==> config.mk <==
export PLATFORM = sky130hd
export DESIGN_NAME = hazard_ctrl_flat
export DESIGN_NICKNAME = d
export VERILOG_FILES = /design/src/rtl/hazard_if.sv /design/src/rtl/hazard_ctrl.sv /design/src/flat_wrapper.sv
export SDC_FILE = /design/constraint.sdc
export NUM_CORES = 1
export LEC_CHECK = 0
export CAP_MARGIN = 25
export CORE_ASPECT_RATIO = 1.25
export CORE_UTILIZATION = 50
export CTS_BUF_LIST = sky130_fd_sc_hd__clkbuf_2 sky130_fd_sc_hd__clkbuf_4 sky130_fd_sc_hd__clkbuf_8
export CTS_CLUSTER_DIAMETER = 80
export DETAILED_ROUTE_END_ITERATION = 16
export GPL_ROUTABILITY_DRIVEN = 1
export GPL_TIMING_DRIVEN = 0
export PLACE_DENSITY = 0.85
export SLEW_MARGIN = 5
export SYNTH_ARGS = -nofsm -noshare
export SYNTH_HDL_FRONTEND = slang
export SYNTH_SLANG_ARGS = --single-unit
==> constraint.sdc <==
create_clock -name clk -period 8.54 [get_ports clk]
set_clock_uncertainty 0.2 [all_clocks]
set_input_delay 1.708 -clock clk [delete_from_list [all_inputs] [get_ports clk]]
set_output_delay 1.708 -clock clk [all_outputs]
set_load 0.05 [all_outputs]
==> src/rtl/hazard_if.sv <==
// Hazard controller bus: pipeline register indices/controls in, stall/flush/forward out.
// Purely a signal bundle; no storage, no latency.
// The controller side never backpressures; the pipeline obeys stall/flush every cycle.
interface hazard_if #(
    parameter int ADDRESS_WIDTH = 5,
    parameter int CNT_WIDTH     = 32
);
    logic [ADDRESS_WIDTH-1:0] Rs1D, Rs2D, Rs1E, Rs2E, RdE, RdM, RdW;
    logic [1:0]               ResultSrcE;
    logic                     RegWriteM, RegWriteW, PCSrcE, MemReqM, MemReadyM;
    logic                     StallF, StallD, StallE, StallM;
    logic                     FlushD, FlushE, FlushW;
    logic [1:0]               ForwardAE, ForwardBE;
    logic                     MemErr;
    logic [CNT_WIDTH-1:0]     StallCycles, LoadUseCount;

    // Pipeline side: supplies register indices and stage controls.
    modport master (
        output Rs1D, Rs2D, Rs1E, Rs2E, RdE, RdM, RdW, ResultSrcE,
               RegWriteM, RegWriteW, PCSrcE, MemReqM, MemReadyM,
        input  StallF, StallD, StallE, StallM, FlushD, FlushE, FlushW,
               ForwardAE, ForwardBE, MemErr, StallCycles, LoadUseCount
    );

    // Controller side.
    modport slave (
        input  Rs1D, Rs2D, Rs1E, Rs2E, RdE, RdM, RdW, ResultSrcE,
               RegWriteM, RegWriteW, PCSrcE, MemReqM, MemReadyM,
        output StallF, StallD, StallE, StallM, FlushD, FlushE, FlushW,
               ForwardAE, ForwardBE, MemErr, StallCycles, LoadUseCount
    );
endinterface

==> src/rtl/hazard_ctrl.sv <==
// 5-stage pipeline hazard controller: forwarding, load-use, branch flush, memory-wait freeze.
// Stall/flush/forward are combinational (0 cycles); FSM, MemErr and counters are registered.
// A pending data-memory access freezes every stage; a timeout freezes it until reset.
module hazard_ctrl #(
    parameter int ADDRESS_WIDTH = 5,
    parameter int CNT_WIDTH     = 32,
    parameter int TIMEOUT       = 16
) (
    input logic     clk,
    input logic     rst,
    hazard_if.slave hz
);
    localparam int WCW = $clog2(TIMEOUT + 1);
    localparam logic [ADDRESS_WIDTH-1:0] X0 = '0;

    typedef enum logic [1:0] {S_RUN, S_MEM_WAIT, S_ERROR} state_t;

    state_t               state, state_nxt;
    logic [WCW-1:0]       wait_cnt, wait_cnt_nxt;
    logic                 err_set, mem_err;
    logic                 lw_stall, mem_stall, any_stall;
    logic                 stall_f, stall_d, stall_e, stall_m;
    logic [CNT_WIDTH-1:0] stall_cycles, load_use_count;

    // Hazard detection: load-use in Decode, and memory not ready (or locked up after timeout).
    always_comb begin
        lw_stall  = (hz.ResultSrcE == 2'b01) && (hz.RdE != X0) &&
                    ((hz.RdE == hz.Rs1D) || (hz.RdE == hz.Rs2D));
        mem_stall = (hz.MemReqM && !hz.MemReadyM) || (state == S_ERROR);
    end

    // Stall/flush/forward generation; memory freeze wins, reset forces a bubble everywhere.
    always_comb begin
        stall_f      = 1'b0;
        stall_d      = 1'b0;
        stall_e      = 1'b0;
        stall_m      = 1'b0;
        hz.FlushD    = 1'b0;
        hz.FlushE    = 1'b0;
        hz.FlushW    = 1'b0;
        hz.ForwardAE = 2'b00;
        hz.ForwardBE = 2'b00;
        if (rst) begin
            hz.FlushD = 1'b1;
            hz.FlushE = 1'b1;
            hz.FlushW = 1'b1;
        end else begin
            if (hz.RegWriteM && hz.RdM != X0 && hz.RdM == hz.Rs1E)      hz.ForwardAE = 2'b10;
            else if (hz.RegWriteW && hz.RdW != X0 && hz.RdW == hz.Rs1E) hz.ForwardAE = 2'b01;
            if (hz.RegWriteM && hz.RdM != X0 && hz.RdM == hz.Rs2E)      hz.ForwardBE = 2'b10;
            else if (hz.RegWriteW && hz.RdW != X0 && hz.RdW == hz.Rs2E) hz.ForwardBE = 2'b01;
            if (mem_stall) begin
                // A taken branch sits frozen in E and is acted on once memory releases.
                stall_f   = 1'b1;
                stall_d   = 1'b1;
                stall_e   = 1'b1;
                stall_m   = 1'b1;
                hz.FlushW = 1'b1;
            end else begin
                stall_f   = lw_stall;
                stall_d   = lw_stall;
                hz.FlushE = lw_stall || hz.PCSrcE;
                hz.FlushD = hz.PCSrcE;
            end
        end
        any_stall = stall_f || stall_d || stall_e || stall_m;
    end

    assign hz.StallF       = stall_f;
    assign hz.StallD       = stall_d;
    assign hz.StallE       = stall_e;
    assign hz.StallM       = stall_m;
    assign hz.MemErr       = mem_err;
    assign hz.StallCycles  = stall_cycles;
    assign hz.LoadUseCount = load_use_count;

    // Memory wait FSM next state: wait_cnt counts stalled cycles already spent in the wait.
    always_comb begin
        state_nxt    = state;
        wait_cnt_nxt = wait_cnt;
        err_set      = 1'b0;
        case (state)
            S_RUN: begin
                if (hz.MemReqM && !hz.MemReadyM) begin
                    state_nxt    = S_MEM_WAIT;
                    wait_cnt_nxt = WCW'(1);
                end
            end
            S_MEM_WAIT: begin
                if (hz.MemReadyM || !hz.MemReqM) begin
                    state_nxt    = S_RUN;
                    wait_cnt_nxt = '0;
                end else if (wait_cnt == WCW'(TIMEOUT)) begin
                    state_nxt = S_ERROR;
                    err_set   = 1'b1;
                end else begin
                    wait_cnt_nxt = wait_cnt + WCW'(1);
                end
            end
            default: begin
                state_nxt = S_ERROR;
            end
        endcase
    end

    // FSM state, sticky error flag and wrapping performance counters.
    always_ff @(posedge clk or posedge rst) begin
        if (rst) begin
            state          <= S_RUN;
            wait_cnt       <= '0;
            mem_err        <= 1'b0;
            stall_cycles   <= '0;
            load_use_count <= '0;
        end else begin
            state    <= state_nxt;
            wait_cnt <= wait_cnt_nxt;
            if (err_set)
                mem_err <= 1'b1;
            if (any_stall)
                stall_cycles <= stall_cycles + CNT_WIDTH'(1);
            if (lw_stall && !mem_stall)
                load_use_count <= load_use_count + CNT_WIDTH'(1);
        end
    end
endmodule
==> src/flat_wrapper.sv <==
// flat-port wrapper written by rule: the top's interface ports become plain ports
module hazard_ctrl_flat 
#(
    parameter int ADDRESS_WIDTH = 5,
    parameter int CNT_WIDTH     = 32,
    parameter int TIMEOUT       = 16
)
  (clk, rst, hz_Rs1D, hz_Rs2D, hz_Rs1E, hz_Rs2E, hz_RdE, hz_RdM, hz_RdW, hz_ResultSrcE, hz_RegWriteM, hz_RegWriteW, hz_PCSrcE, hz_MemReqM, hz_MemReadyM, hz_StallF, hz_StallD, hz_StallE, hz_StallM, hz_FlushD, hz_FlushE, hz_FlushW, hz_ForwardAE, hz_ForwardBE, hz_MemErr, hz_StallCycles, hz_LoadUseCount);
  hazard_if #(.ADDRESS_WIDTH(ADDRESS_WIDTH), .CNT_WIDTH(CNT_WIDTH)) hz_i ();
  input logic clk;
  input logic rst;
  input wire logic [$bits(hz_i.Rs1D)-1:0] hz_Rs1D;
  input wire logic [$bits(hz_i.Rs2D)-1:0] hz_Rs2D;
  input wire logic [$bits(hz_i.Rs1E)-1:0] hz_Rs1E;
  input wire logic [$bits(hz_i.Rs2E)-1:0] hz_Rs2E;
  input wire logic [$bits(hz_i.RdE)-1:0] hz_RdE;
  input wire logic [$bits(hz_i.RdM)-1:0] hz_RdM;
  input wire logic [$bits(hz_i.RdW)-1:0] hz_RdW;
  input wire logic [$bits(hz_i.ResultSrcE)-1:0] hz_ResultSrcE;
  input wire logic [$bits(hz_i.RegWriteM)-1:0] hz_RegWriteM;
  input wire logic [$bits(hz_i.RegWriteW)-1:0] hz_RegWriteW;
  input wire logic [$bits(hz_i.PCSrcE)-1:0] hz_PCSrcE;
  input wire logic [$bits(hz_i.MemReqM)-1:0] hz_MemReqM;
  input wire logic [$bits(hz_i.MemReadyM)-1:0] hz_MemReadyM;
  output wire logic [$bits(hz_i.StallF)-1:0] hz_StallF;
  output wire logic [$bits(hz_i.StallD)-1:0] hz_StallD;
  output wire logic [$bits(hz_i.StallE)-1:0] hz_StallE;
  output wire logic [$bits(hz_i.StallM)-1:0] hz_StallM;
  output wire logic [$bits(hz_i.FlushD)-1:0] hz_FlushD;
  output wire logic [$bits(hz_i.FlushE)-1:0] hz_FlushE;
  output wire logic [$bits(hz_i.FlushW)-1:0] hz_FlushW;
  output wire logic [$bits(hz_i.ForwardAE)-1:0] hz_ForwardAE;
  output wire logic [$bits(hz_i.ForwardBE)-1:0] hz_ForwardBE;
  output wire logic [$bits(hz_i.MemErr)-1:0] hz_MemErr;
  output wire logic [$bits(hz_i.StallCycles)-1:0] hz_StallCycles;
  output wire logic [$bits(hz_i.LoadUseCount)-1:0] hz_LoadUseCount;
  assign hz_i.Rs1D = hz_Rs1D;
  assign hz_i.Rs2D = hz_Rs2D;
  assign hz_i.Rs1E = hz_Rs1E;
  assign hz_i.Rs2E = hz_Rs2E;
  assign hz_i.RdE = hz_RdE;
  assign hz_i.RdM = hz_RdM;
  assign hz_i.RdW = hz_RdW;
  assign hz_i.ResultSrcE = hz_ResultSrcE;
  assign hz_i.RegWriteM = hz_RegWriteM;
  assign hz_i.RegWriteW = hz_RegWriteW;
  assign hz_i.PCSrcE = hz_PCSrcE;
  assign hz_i.MemReqM = hz_MemReqM;
  assign hz_i.MemReadyM = hz_MemReadyM;
  assign hz_StallF = hz_i.StallF;
  assign hz_StallD = hz_i.StallD;
  assign hz_StallE = hz_i.StallE;
  assign hz_StallM = hz_i.StallM;
  assign hz_FlushD = hz_i.FlushD;
  assign hz_FlushE = hz_i.FlushE;
  assign hz_FlushW = hz_i.FlushW;
  assign hz_ForwardAE = hz_i.ForwardAE;
  assign hz_ForwardBE = hz_i.ForwardBE;
  assign hz_MemErr = hz_i.MemErr;
  assign hz_StallCycles = hz_i.StallCycles;
  assign hz_LoadUseCount = hz_i.LoadUseCount;
  hazard_ctrl #(.ADDRESS_WIDTH(ADDRESS_WIDTH), .CNT_WIDTH(CNT_WIDTH), .TIMEOUT(TIMEOUT)) u_core (.clk(clk), .rst(rst), .hz(hz_i));
endmodule
==> metrics, run 1 <==
Max Root-Sink Buffers=2; cell count after placement=605; Post-synth ARST share=1.00; PD cells=166 nW/µm²; initial antenna violation count=0; Worst EP arrival=4.66 ns; synthesized cell area=3880 µm²; final hold slack=0.272 ns; vias in the first global route=3,400; FF+latch area=1800 µm²; CP endpoint=hz_ForwardAE[0]; Slew HR=0.633; mean cell area of the mapped netlist=9.87 µm²; area of the core=7440 µm²; number of distinct library cells after synthesis=41; Fillers=574; setup TNS=0 ns; WHS Path Cells=1; Buffers on Ports=119; Hold/Removal Path Class=flop to flop; Routed WL per cell=15.4 µm; R2R Setup Slk=6.21 ns; Final Cycle Share=0.769; DRC viols=0; CP Max Fanout=52; post-route minimum period=6.57 ns; clk sinks=72; Yosys warnings=0; nets@finish=572; Congestion Overflow GR=0; drt pass-1 iters=4; R2R cell count=6; cell count after synthesis=393; Initial Util=0.521; CTS Buf Count=9; Rows=35; Max Slew Vio Count=0; Hold-fix buffers, CTS=0; non-filler cells, final=621; Setup crit end kind=primary output; worst-margin pin slew=0.547 ns; Placer Congestion=0.837; outcome=finished clean; fin worst setup slack=1.97 ns; reg2reg start=u_core.hz.StallCycles[3]; Seq/Total Area, Yosys=0.465; fmax=0.152 GHz; critical path type=primary input to primary output; commonest non-fill, non-tap cell in the layout=clkdlybuf4s50_1; r2r endpoint=u_core.hz.StallCycles[31]; Antenna diodes=0; final setup vio count=0; FF+latch count, synth=72; Max IR drop VDD=0.000152 V; Final Hold Fails=0; final WL=9550 µm; post-CTS setup buffers=0; pre-CTS setup slack=1.88 ns; die outline width=80.8 µm; Main synth FF type=dfrtp_1; area of the multi-input gates=1950 µm²; Clock H-tree levels=3; Final ANT Viol Nets=0; synthesis-to-layout area growth=39.6%; initial drt markers=165; Syn Nets=441; post-DR vias/cell=5.45; largest net degree at the start of global routing=53; DIE AREA=8110 µm²; first-pass GRT wire length=15,900 µm; Top-Level Pins=120; MaxCap Viol Count=0; Crit path required time=6.63 ns; dpl hpwl=7260 µm; Post-synth EDFFs=0; CTS resizes=0; worst skew pair latency=0.34 ns; share of cells above drive strength 1=0.0699; Static Leak=2.42 nW; Via Count=3,382; die height=100 µm; nature of the critical path startpoint=primary input; commonest cells after routing, fill and taps aside=clkdlybuf4s50_1, dfrtp_1, xor2_1; RSZ-0062 raised after global routing=no; total track usage=0.253; CTS tree=yes; clock root cell=clkbuf_8; CP Launch Point=rst; Clock transition at path regs=0.08 ns
## power breakdown
part	switching, mW	internal [mW]
combinational	0.142	0.0901
sequential	0.0316	0.363
clock	0.132	0.139
total	0.306	0.593
## flip-flops by register name, indices dropped and copies added (netlist names)
signal,count
u_core.wait_cnt,5
u_core.hz.MemErr,1
u_core.hz.LoadUseCount,32
u_core.hz.StallCycles,32
u_core.state,2
## how the worst min path moves through the flow
stage | startpoint | endpoint | slack, ns
after floorplan | u_core.state[0] | u_core.wait_cnt[0] | 0.26
after global placement | u_core.hz.MemErr | u_core.hz.MemErr | 0.25
after detailed placement | u_core.hz.StallCycles[31] | u_core.hz.StallCycles[31] | 0.26
after CTS | u_core.hz.StallCycles[31] | u_core.hz.StallCycles[31] | 0.28
after global routing | u_core.hz.MemErr | u_core.hz.MemErr | 0.29
final | u_core.hz.StallCycles[31] | u_core.hz.StallCycles[31] | 0.27
## layout make-up
cell class	count	area share
flip-flops and latches	72	0.333
plain buffers	11	0.0136
clock buffers	10	0.0243
repair buffers	120	0.225
clock inverters	6	0.0125
multi-input cells	297	0.361
well taps	92	0.0213
inverters	13	0.00948
## cells by family after synthesis
| family | share of synthesized area |
|---|---|
| AO/OA/AOI/OAI | 0.0390 |
| adder cells (fa/ha/maj) | 0.0129 |
| buffers and inverters | 0.0316 |
| flip-flops | 0.465 |
| AND/OR/NAND/NOR | 0.238 |
| multiplexers | 0.00581 |
| XOR/XNOR | 0.208 |
## layer usage
| metal | up-vias | share of wire | global-route usage |
|---|---|---|---|
| met5 | - | 0 | 0 |
| met4 | 0 | 0.019 | 0.100 |
| met3 | 18 | 0.036 | 0.0362 |
| met2 | 104 | 0.54 | 0.456 |
| met1 | 1648 | 0.40 | 0.298 |
| li1 | 1612 | - | - |
## metrics by stage
step | instance area, µm² | power (mW) | util
3_5_place_dp | 5210 | 0.636 | 0.700
2_1_floorplan | 3880 | 0.537 | -
4_1_cts | 5410 | 0.905 | 0.727
3_3_place_gp | 5180 | 0.623 | 0.696
5_1_grt | 5410 | 0.938 | 0.727
6_report | 5410 | 0.898 | 0.727
## worst max-delay path: stages
cell and delay (ns):
clkdlybuf4s50_1 0.54, inv_4 0.33, buf_16 0.31, o211ai_1 0.16, or4_1 0.57, nor4_1 0.19
clkdlybuf4s50_1 0.85
## synthesized netlist by cell type, types with 5 or more instances
master / n / area [µm²]
xor2_1: 62 / 543
nand3_1: 25 / 125
xnor2_1: 30 / 263
buf_2: 5 / 25.0
a21oi_1: 5 / 25.0
dfrtp_1: 72 / 1800
nor3_1: 28 / 140
inv_1: 13 / 48.8
o21ai_0: 5 / 25.0
nand4_1: 9 / 56.3
nand2_1: 39 / 146
nor4_1: 16 / 100
or4_1: 6 / 45.0
nor2_1: 30 / 113
and3_1: 8 / 50.1
(Power assumes the default switching activity.)
==> inputs of run 2 (changes only) <==
--- a/config.mk
+++ b/config.mk
@@ -7,13 +7,13 @@
 export LEC_CHECK = 0
 export CAP_MARGIN = 25
 export CORE_ASPECT_RATIO = 1.25
-export CORE_UTILIZATION = 50
+export CORE_UTILIZATION = 49
 export CTS_BUF_LIST = sky130_fd_sc_hd__clkbuf_2 sky130_fd_sc_hd__clkbuf_4 sky130_fd_sc_hd__clkbuf_8
 export CTS_CLUSTER_DIAMETER = 80
 export DETAILED_ROUTE_END_ITERATION = 16
 export GPL_ROUTABILITY_DRIVEN = 1
 export GPL_TIMING_DRIVEN = 0
-export PLACE_DENSITY = 0.85
+export PLACE_DENSITY = 0.83
 export SLEW_MARGIN = 5
 export SYNTH_ARGS = -nofsm -noshare
 export SYNTH_HDL_FRONTEND = slang
==> constraint.sdc (replaced) <==
create_clock -name clk -period 6.87 [get_ports clk]
set_clock_uncertainty 0.2 [all_clocks]
set_input_delay 1.374 -clock clk [delete_from_list [all_inputs] [get_ports clk]]
set_output_delay 1.374 -clock clk [all_outputs]
set_load 0.05 [all_outputs]
==> metrics, run 2 (synthesis gave the netlist of run 1 again) <==
Antenna diodes=0 (unchanged); critical path's largest stage delay=0.68 ns (-0.17 ns); Crit path buffers/inverters=5 (+1); dpl hpwl=6870 µm (-5.4%); reg2reg start=u_core.state[1]; RSZ-0062 raised after global routing=no; initial antenna violation count=0 (unchanged); Total Power=1.11 mW (+23%); CTS tree=yes; sw power=370 µW (+21%); Max IR drop VDD=0.000214 V (+41%); pre-CTS setup slack=1.18 ns (-0.691 ns); PD cells=205 nW/µm² (+23%); initial drt markers=131 (-21%); Final ANT Viol Nets=0 (unchanged); clock root cell=clkbuf_8; Sequential Power Share=0.443 (+0.003); Final Cycle Share=0.824; die height=101 µm (+1.0%); Rows=35 (unchanged); commonest cells after routing, fill and taps aside=clkdlybuf4s50_1, dfrtp_1, xor2_1; slowest CP cell=clkdlybuf4s50_1; post-CTS setup buffers=0 (unchanged); Congestion Overflow GR=0 (unchanged); worst-margin pin slew=0.543 ns (-0.00447 ns); Static Leak=2.42 nW (-0.16%); r2r endpoint=u_core.hz.StallCycles[1]; nature of the critical path startpoint=primary input; DIE AREA=8280 µm² (+2.0%); worst skew pair latency=0.35 ns (about the same); commonest non-fill, non-tap cell in the layout=clkdlybuf4s50_1; nets@finish=572 (unchanged); first-pass GRT wire length=14,800 µm (-6.7%); WHS Path Cells=1 (unchanged); Via Count=3,405 (+0.68%); post-DR vias/cell=5.48 (+0.68%); area of the core=7530 µm² (+1.2%); share of cells above drive strength 1=0.0699 (unchanged); cell mode on critical path=clkdlybuf4s50_1; final setup vio count=0 (unchanged); Top-Level Pins=120 (unchanged); CTS resizes=0 (unchanged); P_int=738 µW (+25%); critical path, cell by cell=clkdlybuf4s50_1, or4_1, nor2_1, nor3b_2, a31oi_4, buf_2, inv_1, buf_4, clkdlybuf4s50_1; die outline width=81.6 µm (+0.99%); total track usage=0.234 (-0.0186); DRC viols=0 (unchanged); outcome=finished clean; MaxCap Viol Count=0 (unchanged); CP Max Fanout=10 (-81%); vias in the first global route=3,245 (-4.6%); Setup crit end kind=primary output; fin worst setup slack=1.21 ns (-0.764 ns); Hold/Removal Path Class=flop to flop; Clock Power Share=0.301 (about the same); Fillers=590 (+2.8%); Slew HR=0.637 (+0.00344); clk sinks=72 (unchanged); Buffers on Ports=119 (unchanged); Max Slew Vio Count=0 (unchanged); critical path type=primary input to primary output; critical path depth=9 (+2); Worst EP arrival=4.09 ns (-0.57 ns); Routed WL per cell=14.6 µm (-4.9%); Final Hold Fails=0 (unchanged); CTS Buf Count=9 (unchanged); Max Root-Sink Buffers=2 (unchanged); Hold-fix buffers, CTS=0 (unchanged); post-route minimum period=5.66 ns; crit-path leading delay family=buffers and inverters; Clock H-tree levels=3 (unchanged); Crit path required time=5.30 ns (-1.33 ns); R2R cell count=6 (unchanged); CP Launch Point=hz_RdE[0]; switch share=0.334 (-0.00658); fmax=0.177 GHz; Comb pwr share=0.256 (-0.002); Placer Congestion=0.832 (-0.59%); Clock transition at path regs=0.08 ns (about the same); CP endpoint=hz_StallF; largest net degree at the start of global routing=51 (-3.8%); synthesis-to-layout area growth=39.5% (about the same); final WL=9090 µm (-4.9%); drt pass-1 iters=4 (unchanged); R2R Setup Slk=4.55 ns (-1.66 ns); final hold slack=0.265 ns (-0.00675 ns); Initial Util=0.515 (-0.00606)
==> run 2: cell count changes in the layout (fill, tap and decap cells not counted) <==
cell / change
inv_6: -1
clkbuf_4: +1
clkinv_4: -1
clkinvlp_4: +1
==> run 2: final cells by class <==
cell class / instances / area, µm² / share of cell area
Inverter: 13 / 51.3 / 0.00948
Clock inverter: 5 / 57.6 / 0.0106
Sequential cell: 72 / 1800 / 0.333
Clock buffer: 11 / 139 / 0.0257
Timing Repair Buffer: 120 / 1220 / 0.225
Buffer: 11 / 73.8 / 0.0136
Multi-Input combinational cell: 297 / 1950 / 0.361
Tap cell: 92 / 115 / 0.0213
==> run 2: metal layers <==
layer | GRT usage | share of wire | up-vias
li1 | - | - | 1617
met2 | 0.390 | 0.52 | 120
met5 | 0 | 0 | -
met4 | 0.0907 | 0.017 | 0
met3 | 0.0495 | 0.056 | 17
met1 | 0.294 | 0.41 | 1651
==> run 2: worst min path at each step <==
stage / startpoint / endpoint / slack [ns]
2_1_floorplan: u_core.state[0] / u_core.wait_cnt[0] / 0.26
3_3_place_gp: u_core.hz.LoadUseCount[31] / u_core.hz.LoadUseCount[31] / 0.25
3_5_place_dp: u_core.hz.LoadUseCount[31] / u_core.hz.LoadUseCount[31] / 0.26
4_1_cts: u_core.hz.LoadUseCount[31] / u_core.hz.LoadUseCount[31] / 0.27
5_1_grt: u_core.hz.LoadUseCount[31] / u_core.hz.LoadUseCount[31] / 0.29
6_report: u_core.hz.LoadUseCount[31] / u_core.hz.LoadUseCount[31] / 0.27
==> run 2: per-stage QoR <==
stage	instance area [µm²]	utilization	cells	setup TNS, ns
after floorplan	3880	-	393	0
after global placement	5180	0.688	604	-2.60
after detailed placement	5210	0.692	605	0
after CTS	5410	0.718	621	0
after global routing	5410	0.718	621	0
final	5410	0.718	621	0
==> run 2: power by group through the flow <==
stage          logic, mW  clock network, mW  registers, mW
2_1_floorplan     0.0822                  0          0.585
3_3_place_gp       0.277                  0          0.496
3_5_place_dp       0.286                  0          0.499
4_1_cts            0.286              0.339          0.491
5_1_grt            0.304              0.356          0.496
6_report           0.283              0.334          0.491
==> inputs of run 3 (changes only) <==
--- a/config.mk
+++ b/config.mk
@@ -7,13 +7,13 @@
 export LEC_CHECK = 0
 export CAP_MARGIN = 25
 export CORE_ASPECT_RATIO = 1.25
-export CORE_UTILIZATION = 49
+export CORE_UTILIZATION = 44
 export CTS_BUF_LIST = sky130_fd_sc_hd__clkbuf_2 sky130_fd_sc_hd__clkbuf_4 sky130_fd_sc_hd__clkbuf_8
 export CTS_CLUSTER_DIAMETER = 80
 export DETAILED_ROUTE_END_ITERATION = 16
 export GPL_ROUTABILITY_DRIVEN = 1
 export GPL_TIMING_DRIVEN = 0
-export PLACE_DENSITY = 0.83
+export PLACE_DENSITY = 0.79
 export SLEW_MARGIN = 5
 export SYNTH_ARGS = -nofsm -noshare
 export SYNTH_HDL_FRONTEND = slang
==> constraint.sdc (replaced) <==
create_clock -name clk -period 5 [get_ports clk]
set_clock_uncertainty 0.2 [all_clocks]
set_input_delay 1 -clock clk [delete_from_list [all_inputs] [get_ports clk]]
set_output_delay 1 -clock clk [all_outputs]
set_load 0.05 [all_outputs]
==> metrics, run 3 (synthesis gave the netlist of run 1 again) <==
outcome=finished clean; Max IR drop VDD=0.000166 V (-23%); Clock transition at path regs=0.07 ns (about the same); CP Max Fanout=10 (unchanged); Top-Level Pins=120 (unchanged); Via Count=3,344 (-1.8%); Hold Path Sink=u_core.hz.LoadUseCount[31]; Hold Path Origin=u_core.hz.LoadUseCount[31]; vias in the first global route=3,375 (+4.0%); Initial Util=0.463 (-0.0520); Final Hold Fails=0 (unchanged); Final Cycle Share=0.955; DRC viols=0 (unchanged); Congestion Overflow GR=0 (unchanged); Hold/Removal Path Class=flop to flop; non-filler cells, final=648 (+4.3%); final hold slack=0.263 ns (-0.00214 ns); MaxCap Viol Count=0 (unchanged); first-pass GRT wire length=15,500 µm (+4.4%); critical path type=primary input to primary output; Max Slew Vio Count=0 (unchanged); commonest cells after routing, fill and taps aside=clkdlybuf4s50_1, dfrtp_1, xor2_1; fin worst setup slack=0.224 ns (-0.984 ns); Antenna diodes=0 (unchanged); final WL=9180 µm (+0.97%); pre-CTS setup slack=-0.0707 ns (-1.25 ns); Fillers=727 (+23%); Final ANT Viol Nets=0 (unchanged); total track usage=0.213 (-0.0212); Worst EP arrival=3.58 ns (-0.51 ns); Routed WL per cell=14.2 µm (-3.2%); Rows=37 (+5.7%); nets@finish=576 (+0.70%); commonest non-fill, non-tap cell in the layout=clkdlybuf4s50_1; Max Root-Sink Buffers=2 (unchanged); reg2reg start=u_core.hz.StallCycles[4]; Placer Congestion=0.804 (-3.4%); share of cells above drive strength 1=0.0772 (+0.00727); Buffers on Ports=119 (unchanged); final core utilization=0.651 (-0.0671); initial drt markers=133 (+1.5%); R2R Setup Slk=2.69 ns (-1.86 ns); area of the core=8380 µm² (+11%); synthesis-to-layout area growth=40.7%; r2r endpoint=u_core.hz.StallCycles[31]; final setup vio count=0 (unchanged); CTS tree=yes; RSZ-0062 raised after global routing=no; Setup crit end kind=primary output; CTS Buf Count=9 (unchanged); Slew HR=0.635 (-0.00235); Static Leak=2.44 nW (+1.0%); clock root cell=clkbuf_8; fmax=0.209 GHz; DIE AREA=9190 µm² (+11%); post-route minimum period=4.78 ns; die height=107 µm (+5.4%); largest net degree at the start of global routing=34 (-33%); post-DR vias/cell=5.16 (-5.9%); worst skew pair latency=0.33 ns (-0.02 ns); PD cells=267 nW/µm² (+30%); Clock H-tree levels=3 (unchanged); cell count after placement=631 (+4.3%); WHS Path Cells=1 (unchanged); clk sinks=72 (unchanged); die outline width=86.0 µm (+5.4%); initial antenna violation count=0 (unchanged); dpl hpwl=7070 µm (+3.0%); worst-margin pin slew=0.546 ns (+0.00352 ns); drt pass-1 iters=4 (unchanged); R2R cell count=6 (unchanged); Total Power=1.46 mW (+31%); Crit path required time=3.80 ns (-1.50 ns); nature of the critical path startpoint=primary input
==> run 3: cell count changes in the layout (fill, tap and decap cells not counted) <==
cell | before | now
buf_12 | 0 | 2
buf_16 | 1 | 0
buf_4 | 3 | 6
bufinv_16 | 1 | 0
clkbuf_4 | 2 | 0
clkbuf_8 | 9 | 10
clkdlybuf4s50_1 | 119 | 118
clkinv_2 | 1 | 3
clkinvlp_4 | 3 | 2
dlymetal6s2s_1 | 0 | 1
inv_4 | 1 | 0
nor4_1 | 16 | 14
nor4_2 | 0 | 2
==> run 3: report_power, final <==
part           internal (mW)  switching (mW)  total (mW)
Combinational          0.155           0.238       0.393
Clock                  0.185           0.202       0.388
Sequential             0.621          0.0537       0.675
Total                  0.962           0.494        1.46
==> run 3: per-stage QoR <==
step	instance area [µm²]	setup TNS, ns
6_report	5460	0
5_1_grt	5460	0
4_1_cts	5450	0
3_5_place_dp	5270	-0.0707
3_3_place_gp	5230	-5.20
2_1_floorplan	3890	0
==> run 3: critical path: stages <==
cell	delay [ns]
clkdlybuf4s50_1	0.47
or4_1	0.54
nor2_1	0.13
nor3b_2	0.11
a31oi_4	0.26
buf_2	0.28
inv_1	0.08
clkdlybuf4s50_1	0.70
==> run 3: final cells by class <==
type	instances	area, µm²	area share
Buffer	11	73.8	0.0135
Sequential cell	72	1800	0.330
Inverter	13	52.6	0.00963
Timing Repair Buffer	124	1260	0.230
Multi-Input combinational cell	297	1970	0.360
Clock inverter	4	22.5	0.00413
Tap cell	117	146	0.0268
Clock buffer	10	138	0.0252
==> run 3: worst max path at each step <==
stage | cells after the start | endpoint | from | slack, ns
6_report | 8 | hz_StallD | hz_RdE[0] | 0.22
5_1_grt | 6 | hz_ForwardAE[0] | hz_RdM[0] | 0.06
4_1_cts | 9 | hz_StallF | hz_RdE[0] | 0.08
3_5_place_dp | 8 | hz_StallF | rst | -0.07
3_3_place_gp | 7 | hz_StallF | rst | -1.13
2_1_floorplan | 4 | hz_ForwardAE[0] | rst | 0.37
==> run 3: repair_timing <==
| item | 4_1_cts | 5_1_grt |
|---|---|---|
| gates cloned | 0 | 0 |
| endpoints found under the setup margin | 1 | 1 |
| resized for setup | 0 | 1 |
| hold buffers | 0 | 0 |
| setup buffers | 3 | 0 |
==> run 3: per-layer routing <==
layer  GRT usage  up-vias  wire, µm
li1            -     1619         -
met1       0.263     1624      3900
met2       0.365       95      4770
met3      0.0408        6       401
met4      0.0833        0       102
met5           0        -         0
